==> config.mk <==
export PLATFORM = sky130hd
export DESIGN_NAME = dec_mem
export DESIGN_NICKNAME = d
export VERILOG_FILES = /design/src/rtl/dec_mem.sv
export SDC_FILE = /design/constraint.sdc
export NUM_CORES = 1
export LEC_CHECK = 0
export CAP_MARGIN = 20
export CORE_MARGIN = 5
export CORE_UTILIZATION = 35
export DETAILED_ROUTE_END_ITERATION = 7
export GPL_TIMING_DRIVEN = 0
export PLACE_DENSITY = 0.59
export SETUP_SLACK_MARGIN = 0.2
export SYNTH_ARGS = -nofsm -noshare
export SYNTH_HDL_FRONTEND = slang
export SYNTH_SLANG_ARGS = --single-unit
==> constraint.sdc <==
create_clock -name clk -period 3.9 [get_ports clk]
set_input_delay 0.585 -clock clk [delete_from_list [all_inputs] [get_ports clk]]
set_output_delay 0.585 -clock clk [all_outputs]
set_load 0.05 [all_outputs]
==> src/rtl/dec_mem.sv <==
// Viterbi decision memory: four rotating TB_LEN x 8 banks. One bank fills while the two
// previous banks are read in descending order for traceback and decode.
module dec_mem #(
  parameter int TB_LEN = 8
) (
  input  logic       clk,
  input  logic       rst,
  input  logic       enable,
  input  logic [7:0] d_in,
  output logic [7:0] d_o_0,
  output logic [7:0] d_o_1,
  output logic       selection,
  output logic       tb_en
);

  localparam int AW = $clog2(TB_LEN);
  localparam logic [AW-1:0] WA_LAST = AW'(TB_LEN - 1);

  logic [7:0]    mem [4][TB_LEN];
  logic [1:0]    w;
  logic [1:0]    w_m1;
  logic [1:0]    w_m2;
  logic [AW-1:0] wa;
  logic [AW-1:0] ra;
  logic [1:0]    fill;

  // TB_LEN is a power of two, so TB_LEN-1-wa is the bitwise complement of wa.
  assign ra   = ~wa;
  assign w_m1 = w - 2'd1;
  assign w_m2 = w - 2'd2;

  // The write bank is never read, so no bypass is needed.
  always_ff @(posedge clk) begin
    if (!rst && enable) begin
      mem[w][wa] <= d_in;
    end
  end

  always_ff @(posedge clk) begin
    if (rst) begin
      w         <= 2'd0;
      wa        <= '0;
      fill      <= 2'd0;
      selection <= 1'b0;
      tb_en     <= 1'b0;
      d_o_0     <= 8'h00;
      d_o_1     <= 8'h00;
    end else if (enable) begin
      d_o_0 <= mem[w_m1][ra];
      d_o_1 <= mem[w_m2][ra];
      tb_en <= (fill == 2'd2);
      if (wa == WA_LAST) begin
        wa        <= '0;
        w         <= w + 2'd1;
        selection <= ~selection;
        if (fill != 2'd2) begin
          fill <= fill + 2'd1;
        end
      end else begin
        wa <= wa + AW'(1);
      end
    end
  end

endmodule

Word level (Yosys, flattened, before mapping)
Memories as Yosys holds them, arrays and structs flattened. Cells that the tools add are included.

Register bits after elaboration: 25. RAM bits: 256. Output and inout port bits: 18. Word-level logic and storage cells: 39. Memories: 1.

Add/subtract/negate cells: 5. Magnitude comparators: 3. Eq/ne operators: 3. Mux-type cells: 11. Bitwise gates (word level): 4. Reduce and logical (&&, ||, !) cells: 5.

Memories: mem (words 4, bits a word 64, read ports 2, clocked after memory_dff 0, wr ports 1, line 19) `logic [7:0] mem [4][TB_LEN];`.

Operators with widths (number): 2-to-1 mux 64 bit (1); binary-select mux 8 bit (select 3 bit) (2); 2-to-1 mux 8 bit (5); demux 8 bit (select 3 bit) (1); greater-or-equal comparator 4 bit, second input constant (2); NOT 3 -> 4 bit (2); adder 2 x 1 -> 2 bit, second input constant (2); less-than comparator 4 x 1 -> 1 bit, second input constant (1); adder 3 x 1 -> 3 bit, second input constant (1); equality test 3 bit, second input constant (1); 2-to-1 mux 3 bit (1); NOT 3 bit (1); AND reduction 3 bit (1); equality test 2 bit, second input constant (1); logical AND 1 bit (2); inequality test 2 bit, second input constant (1); AND reduction 2 bit (1); subtractor 2 x 1 -> 2 bit, second input constant (1); subtractor 2 bit, second input constant (1); zero test 1 bit (1); 2-to-1 mux 1 bit (1); NOT 1 bit (1).

Longest topological paths before layout
Word-level depth: 6. Mapped depth: 14. Depth with buffers taken out: 6.

Worst setup path before layout
OpenSTA, ideal clock, no wires.

Path kind: register to register. Start point: register w[0]. End point: register d_o_0[2]. Setup time: 145 ps. Data arrival time: 2569 ps. Required time: 3755 ps. Slack: 1186 ps. Stages on the path, launching flop included: 13. Path buffers: 6. Clock period less this slack: 2714 ps. Cells stage by stage: dfxtp_1 -> buf_6 -> buf_6 -> buf_6 -> buf_4 -> inv_1 -> ha_1 -> buf_2 -> buf_4 -> mux4_2 -> mux2i_1 -> o22a_1 -> a41oi_1.

Longest elaborated chain between the ends: 5.

Ends and longest elaborated chain: start: declaration (line 20) `logic [1:0] w;`; start signal: assignment (line 54) `w <= w + 2'd1;`; subtractor 2 x 1 -> 2 bit (line 29) `assign w_m1 = w - 2'd1;`; via w_m1[0] (line 21) `logic [1:0] w_m1;`; memory read (4 x 64 bit); binary-select mux 8 bit (select 3 bit) (line 49) `d_o_0 <= mem[w_m1][ra];`; 2-to-1 mux 8 bit (not written as such) (2 in a row) (line 49); end signal: assignment (line 49); end: declaration (line 10) `output logic [7:0] d_o_0,`.

The timed path passes the listed nets, and every way through them passes these cells. The select of a mux whose other input is x is not followed. A chain may end at the register's enable or synchronous reset.

Final worst setup path
Start point: register w[0]. End point: register d_o_0[0].

Same word-level chain as after synthesis.

==> reports/summary.txt <==
Via/cell ratio -> 5.688
DR DRC count -> 0
Starting Density -> 35.41%
Logic pwr share -> 5.7%
Hold Fails Final Rpt -> 0
Clk_skew -> 0.02391 ns
Vias in the first global route -> 8,130
Largest net degree at the start of global routing -> 33
Leak -> 4.670 nW
Tot GR Track Use -> 19.32%
Synth Net Count -> 839
Area leader, netlist -> edfxtp_1
Layout cells sized above 1 -> 18.52%
Synthesized area per cell -> 16.21 µm²
Switching Share -> 22.08%
Mapped cell area -> 0.01331 mm²
Drt first pass iters -> 5
Worst Hold Class -> reg2reg
DRT iter0 DRCs -> 1,026
CTS tree -> done
Worst-Skew Late Latency -> 0.57 ns
CP Cell Sequence -> buf_6, buf_6, buf_6, buf_6, inv_1, ha_1, buf_2, buf_6, mux4_2, mux2i_1, o22a_1, a41oi_1
Routed len/inst -> 28.98 µm
Clock power share -> 43.1%
I/O Pins -> 29
Final number of max-transition violations -> 0
Cell area after layout -> 0.01534 mm²
Seq/Total Area, Yosys -> 61.54%
R2R depth -> 12
Final setup margin -> 0.3602 ns
Final setup vio count -> 0
Worst path top cell family by delay -> buffers and inverters
Internal -> 5.059 mW
Mapped Cells -> 821
Net Sw Power -> 1.434 mW
Number of CTS-inserted buffers -> 31
Buffer depth of the longest clock path -> 3
Unrepaired setup endpoints after global routing -> false
Area growth from synthesis to layout -> 15.27%
WS Path Type -> reg2reg
Hold_buf cts -> 0
Sinks on Clock Net -> 281
Setup bufs post-CTS -> 0
Final GP Congestion -> 0.9339
FP Rows -> 71
Clock transition at path regs -> 0.07 ns
Ys async rst share -> 0%
Max-capacitance violation count -> 0
Critical-path top delay cell -> mux4_2
Port Buf Inserts -> 27
Initial antenna violation count -> 1
Worst slew margin -> 27.10%
Start point of the critical path -> w[0]
Worst-margin pin slew -> 1.090 ns
Top achievable clock speed -> 282.5 MHz
Most frequent cells in the layout -> 256 x edfxtp_1, 142 x mux2i_1, 68 x mux4_2
Most common cell after layout, fill and taps aside -> edfxtp_1
Post-DP Area -> 0.01433 mm²
Crit-path max cell delay -> 0.54 ns
Number of routed nets with antenna violations -> 0
Placed cells -> 1,365
Period minus WS final -> 3.540 ns
Total Routed Length -> 41,090 µm
CP Capture Type -> flop
Setup TNS Final -> 0 ns
Post-synth EDFFs -> 256
Total gr overflow -> 0
Maximum fanout along the worst path -> 10
Required time of the critical path -> 4.29 ns
Reg2reg end -> d_o_0[0]
Clock H-tree levels -> 1
CP Depth -> 12
WP data arrival -> 3.93 ns
WHS -> 0.5056 ns
CTS root buffer -> clkbuf_16
CP bufs+invs -> 7
Synth top area share -> 57.78%
Via Count -> 8,066
Maximum VDD drop -> 0.2646 mV
Startpoint type of the worst setup path -> flop
Pwr dens -> 423.4 mW/mm²
DIE AREA -> 0.04201 mm²
Most Frequent Cell on Critical Path -> buf_6
Tcrit/Tclk final -> 90.76%
DP Wirelength -> 28,260 µm
Non-Filler Instances -> 1,418
Flops & latches, synth -> 281
Crit path capture -> d_o_0[0]
Die H -> 205.0 µm
Setup slack at placement -> 0.1679 ns
# diodes -> 0
Reg2reg start -> w[0]
Util after Layout -> 40.82%
Main flop type after synthesis -> edfxtp_1
Library cells used by synthesis -> 40
First-pass GRT wire length -> 58,260 µm
Nets -> 906
Outcome -> completed
Reg power frac -> 51.2%
Core ar. -> 0.03758 mm²
R2R setup slack -> 0.36 ns
Die X-Extent -> 205.0 µm
YS warnings -> 0
Tot Pwr -> 6.493 mW
Top cells by area, synth -> edfxtp_1 58%, mux4_2 12%, mux2i_1 11%
==> worst register-to-register path: stages, from the launching register on <==
cell and delay, ns:
dfxtp_1 0.40, buf_6 0.15, buf_6 0.20, buf_6 0.21, buf_6 0.22, inv_1 0.16, ha_1 0.30, buf_2 0.20
buf_6 0.25, mux4_2 0.55, mux2i_1 0.29, o22a_1 0.29, a41oi_1 0.14
==> registers in the layout (all words and copies together) (netlist names) <==
| signal | count |
|---|---|
| tb_en | 1 |
| wa | 3 |
| d_o_1 | 8 |
| fill | 2 |
| mem | 256 |
| d_o_0 | 8 |
| selection | 1 |
| w | 2 |
==> repair_timing <==
action / 4_1_cts / 5_1_grt
pin swaps: 0 / 0
gates cloned: 0 / 0
setup endpoints to repair: 7 / 7
endpoints found under the hold margin: 0 / 0
resized for setup: 1 / 10
==> metal layers <==
layer | vias to the layer above | part of all wire, % | track usage, %
met4 | 2 | 2.6 | 4.713
met1 | 4182 | 43 | 27.90
met3 | 66 | 8.2 | 3.261
li1 | 3429 | - | -
met2 | 387 | 46 | 30.72
met5 | - | 0.029 | 0
==> power groups by stage <==
| stage | registers [mW] | logic, mW | clock network [mW] |
|---|---|---|---|
| global placement | 3.39 | 0.343 | 0 |
| floorplan | 3.43 | 0.135 | 0 |
| CTS | 3.33 | 0.361 | 2.82 |
| global route | 3.33 | 0.384 | 2.95 |
| detailed placement | 3.39 | 0.360 | 0 |
| finish | 3.33 | 0.372 | 2.80 |
==> cell families after synthesis <==
group,after synthesis,synth area share (%)
adders and majority gates,7,0.6582
DFF,281,61.54
AOI/OAI and AO/OA,114,6.178
xor gates and xnor gates,3,0.1975
buffers and inverters,64,3.131
muxes,216,23.14
and+or+nand+nor,136,5.153
==> cells in the mapped netlist, types with 14 or more instances <==
library cell and instances:
edfxtp_1 256, mux2i_1 143, mux4_2 68, and2_1 33, nand2_1 31, nand3_1 30
a21oi_1 29, a22oi_1 29, dfxtp_1 25, nor2_1 23, clkbuf_1 18, o21bai_1 16
a41oi_1 15, buf_2 14, buf_6 14
==> cell type report <==
type                            count  area [µm²]
Clock buffer                       35       790.8
Clock inverter                     17       161.4
Sequential cell                   281        8188
Tap cell                          511       639.4
Fill cell                        3413       22240
Timing Repair Buffer               34       412.9
Inverter                            3       11.26
Multi-Input combinational cell    476        4713
Buffer                             61       420.4
==> worst min-delay path by stage <==
stage,end,cells after the start,startpoint,slack (ns)
after floorplan,fill[1],2,fill[1],0.48
after global placement,tb_en,2,tb_en,0.48
after detailed placement,tb_en,2,tb_en,0.50
after CTS,fill[1],2,fill[1],0.51
after global routing,d_o_0[1],2,d_o_0[1],0.54
final,fill[1],2,fill[1],0.51
No activity file was read; power rests on OpenSTA's default activity.
==> patch 1, RTL diff (config.mk and constraints unchanged) <==
`TB_LEN`: 8 -> 16. Comments in the files are not updated.
--- a/src/rtl/dec_mem.sv
+++ b/src/rtl/dec_mem.sv
@@ -2,5 +2,5 @@
 // previous banks are read in descending order for traceback and decode.
 module dec_mem #(
-  parameter int TB_LEN = 8
+  parameter int TB_LEN = 16
 ) (
   input  logic       clk,
Check against the original RTL: not equivalent (a bounded check fails within 10 cycles, from zero or initial values and one cycle with rst high).
==> patch 1 against the original RTL <==
Sequential power is 91% higher. Synthesized area increased by 93%. Clock power rose by 84%. Design area grew 90%. Power increased by 89%. Cell count is 91% higher. Sequential cell count up 257. Setup slack worse by 140 ps. Routed wire length increased by 120%. Combinational power increased by 100%. Critical endpoint is now d_o_0[1]$_SDFFE_PP0P_.
==> patch 1: results (changes against the original RTL) <==
Total Routing Usage GR=22.5% (was 19.3%); worst hold path type=input pin to flip-flop (was flip-flop to flip-flop); share of post-route cells with drive strength above 1=19.6% (was 18.5%); vias after detailed routing=16600 (was 8066); Clk. pwr=5.14 mW (was 2.80 mW); largest net degree at the start of global routing=57 (was 33); placed cells=2613 (was 1365); Max rail drop VDD=301 µV (was 265 µV); CTS buffer count=54 (was 31); DR pass1 iterations=6 (was 5); first-pass GRT wire length=126000 µm (was 58300 µm); R2R depth=14 (was 12); later-pin clock latency in the skew report=630 ps (was 570 ps); Netlist cell types=50 (was 40); Regs by FF count=mem x512, d_o_0 x8, d_o_1 x8 (was mem x256, d_o_0 x8, d_o_1 x8); Placement Setup Slack=-850 ps (was 168 ps); initial antenna violation count=7 (was 1); Post-synth EDFFs=512 (was 256); Syn Inst Count=1618 (was 821); status=finished clean (unchanged); M3 GR Usage=5.82% (was 3.26%); Nets=1731 (was 906); slowest stage delay, CP=400 ps (was 540 ps); Port Buffers=28 (was 27); Comb pwr share=6.2% (was 5.7%); sequential fraction of the synthesis area=62.0% (was 61.5%); Net Sw Frac=22.7% (was 22.1%); Ant. Diodes=1 (was 0); total number of H-tree levels=2 (was 1); CP arrival=4200 ps (was 3930 ps); Worst slew margin=35.1% (was 27.1%); post-placement cell area=0.0273 mm² (was 0.0143 mm²); filler cell count in the final layout=6656 (was 3413); Iter 0 DRT Violations=2302 (was 1026); worst r2r dst=d_o_0[1]$_SDFFE_PP0P_ (was d_o_0[0]$_SDFFE_PP0P_); Clock Network Area Fraction=5.86% (was 6.21%); Rows=99 (was 71); Worst Skew=34.6 ps (was 23.9 ps); sequential cells=538 (was 281)
[patch 1: cell types whose count changed after synthesis, moves of 23 or more]
cell and delta:
a22oi_1 +79, and3_1 +49, buf_4 +25, clkbuf_1 +32, edfxtp_1 +256, mux2i_1 +137, mux4_2 +52, nand2_1 +81
nand3_1 +23
[patch 1: cells by family (layout without fill, tap and decap cells)]
| logic type | after synthesis | after routing | share of synthesized area (%) |
|---|---|---|---|
| flops | 538 | 538 | 62.0 |
| other cells | 0 | 1 | 0 |
| simple gates | 311 | 311 | 6.02 |
| mux | 415 | 415 | 22.5 |
| compound gates | 208 | 208 | 5.92 |
| xor+xnor | 5 | 5 | 0.171 |
| buf+inv | 132 | 266 | 3.02 |
| fa+ha+maj | 9 | 9 | 0.439 |
[patch 1: critical path: cells and delay by family (launching register included)]
| kind | cells | cell delay (ps) |
|---|---|---|
| and+or+nand+nor | 3 | 700 |
| adders and majority gates | 1 | 290 |
| AOI/OAI and AO/OA | 2 | 590 |
| DFF | 1 | 400 |
| buffers and inverters | 8 | 1550 |
[patch 1: worst min-delay path by stage]
stage                               startpoint                   end  slack [ps]  depth (start not counted)
after CTS                              d_in[0]  mem[0][72]$_DFFE_PP_         330                          1
final                                  d_in[0]  mem[1][72]$_DFFE_PP_         360                          1
after floorplan           fill[1]$_SDFFE_PP0P_  fill[1]$_SDFFE_PP0P_         480                          2
after global routing                   d_in[0]  mem[1][72]$_DFFE_PP_         350                          1
after detailed placement    tb_en$_SDFFE_PP0P_    tb_en$_SDFFE_PP0P_         500                          2
after global placement      tb_en$_SDFFE_PP0P_    tb_en$_SDFFE_PP0P_         480                          2
[patch 1: what timing repair did]
action                     CTS  global route
buffers inserted             1             0
gates resized for setup     48            25
setup endpoints to repair  177           120
pin swaps                    0             4
==> patch 2, RTL diff (same flow settings) <==
Without the edit above. Reset style: asynchronous (`rst`), changed in one clocked block.
--- a/src/rtl/dec_mem.sv
+++ b/src/rtl/dec_mem.sv
@@ -37,5 +37,5 @@
   end
 
-  always_ff @(posedge clk) begin
+  always_ff @(posedge clk or posedge rst) begin
     if (rst) begin
       w         <= 2'd0;
Behaviour: differs if rst is asserted again (counterexample within 10 cycles, from zero or initial values and one cycle with rst high); with rst held inactive, the same outputs for 10 cycles.
==> patch 2 against the original RTL <==
Routed wire length rose by 6.0%. Design area about the same. Synthesized area shrank 1.8%. Setup slack worse by 130 ps. First-iteration DRC count increased by 26%. Cell count stayed put. Sequential cell count unchanged. Largest cell class unchanged. Highest routed layer is now met4.
Power is not compared: it rests on default switching activity, and its combinational part moved more than twofold at a synthesized area within 25%.
==> patch 2: results (changes against the original RTL) <==
Netlist cell types=52 (was 40); Iter 0 DRT Violations=1290 (was 1026); Worst slew margin=22.1% (was 27.1%); initial antenna violation count=0 (was 1); DR pass1 iterations=6 (was 5); Compound-Gate Fraction of Synth Area=8.16% (was 6.18%); Post-synth ARST share=8.90% (was 0%); status=finished clean (unchanged); share of post-route cells with drive strength above 1=19.9% (was 18.5%); GP Congestion=0.971 (was 0.934); post-placement cell area=0.0141 mm² (was 0.0143 mm²); multiplexer share of the synthesized area=18.9% (was 23.1%); Worst Skew=8.61 ps (was 23.9 ps); top cells by count, synth=256 x edfxtp_1, 131 x mux2i_1, 62 x nor2_1, 43 x o22ai_1, 37 x nand2_1 (was 256 x edfxtp_1, 143 x mux2i_1, 68 x mux4_2, 33 x and2_1, 31 x nand2_1); dpl hpwl=30000 µm (was 28300 µm); Area contributors post-synth=edfxtp_1 59%, mux2i_1 10%, mux4_2 6.2%, dfrtp_1 4.8%, mux2_2 2.7% (was edfxtp_1 58%, mux4_2 12%, mux2i_1 11%, dfxtp_1 3.8%, a22oi_1 1.6%); xor/xnor cell area share of the yosys netlist=0.201% (was 0.197%); Nets=945 (was 906); crit path max-delay cell type=nor4_4 (was mux4_2); post-synthesis adder-cell area fraction=0.670% (was 0.658%); drt wl/cell=30.7 µm (was 29.0 µm); Net Count, Synth=874 (was 839); post-layout total power=12.6 mW; Port Buffers=28 (was 27); slowest stage delay, CP=460 ps (was 540 ps)
patch 2: cell count changes after synthesis, moves of 27 or more:
| cell | unedited run | this run |
|---|---|---|
| and2_1 | 33 | 6 |
| mux2_2 | 1 | 31 |
| o22ai_1 | 0 | 43 |
| nand3_1 | 30 | 3 |
| o21ai_0 | 0 | 28 |
| nor2_1 | 23 | 62 |
| mux4_2 | 68 | 36 |
patch 2: layout make-up:
type | instances | area [µm²] | area share, %
inverter | 7 | 30.0 | 0.196
tap | 468 | 586 | 3.82
clock buffer | 40 | 810 | 5.28
clock inverter | 15 | 173 | 1.13
multi-input combinational | 510 | 4520 | 29.5
timing repair buffer | 39 | 483 | 3.15
sequential | 281 | 8320 | 54.2
buffer | 58 | 420 | 2.74
patch 2: timing repair:
item | in CTS | in global routing
hold buffers | 0 | 0
pin swaps | 2 | 3
buffers inserted | 2 | 0
endpoints found under the setup margin | 9 | 5
resized for setup | 43 | 7
patch 2: path summary, 6_finish.rpt:
kind	from	end	slack (ps)	depth (start not counted)
min	rst	fill[1]$_DFFE_PP0P_	440	2
max reg2reg	w[1]$_DFFE_PP0P_	d_o_0[6]$_DFFE_PP0P_	230	12
max	w[1]$_DFFE_PP0P_	d_o_0[6]$_DFFE_PP0P_	230	12
min in group clk	selection$_DFFE_PP0P_	selection$_DFFE_PP0P_	470	1
min reg2reg	selection$_DFFE_PP0P_	selection$_DFFE_PP0P_	470	1
max in group asynchronous	rst	w[1]$_DFFE_PP0P_	2930	3
patch 2: metal layers:
| layer | part of all wire (%) | vias to the layer above | GRT usage (%) |
|---|---|---|---|
| met5 | 0 | - | 0 |
| met4 | 3.8 | 0 | 6.84 |
| met3 | 10 | 94 | 4.12 |
| met2 | 45 | 550 | 31.6 |
| met1 | 41 | 4450 | 29.1 |
| li1 | - | 3619 | - |
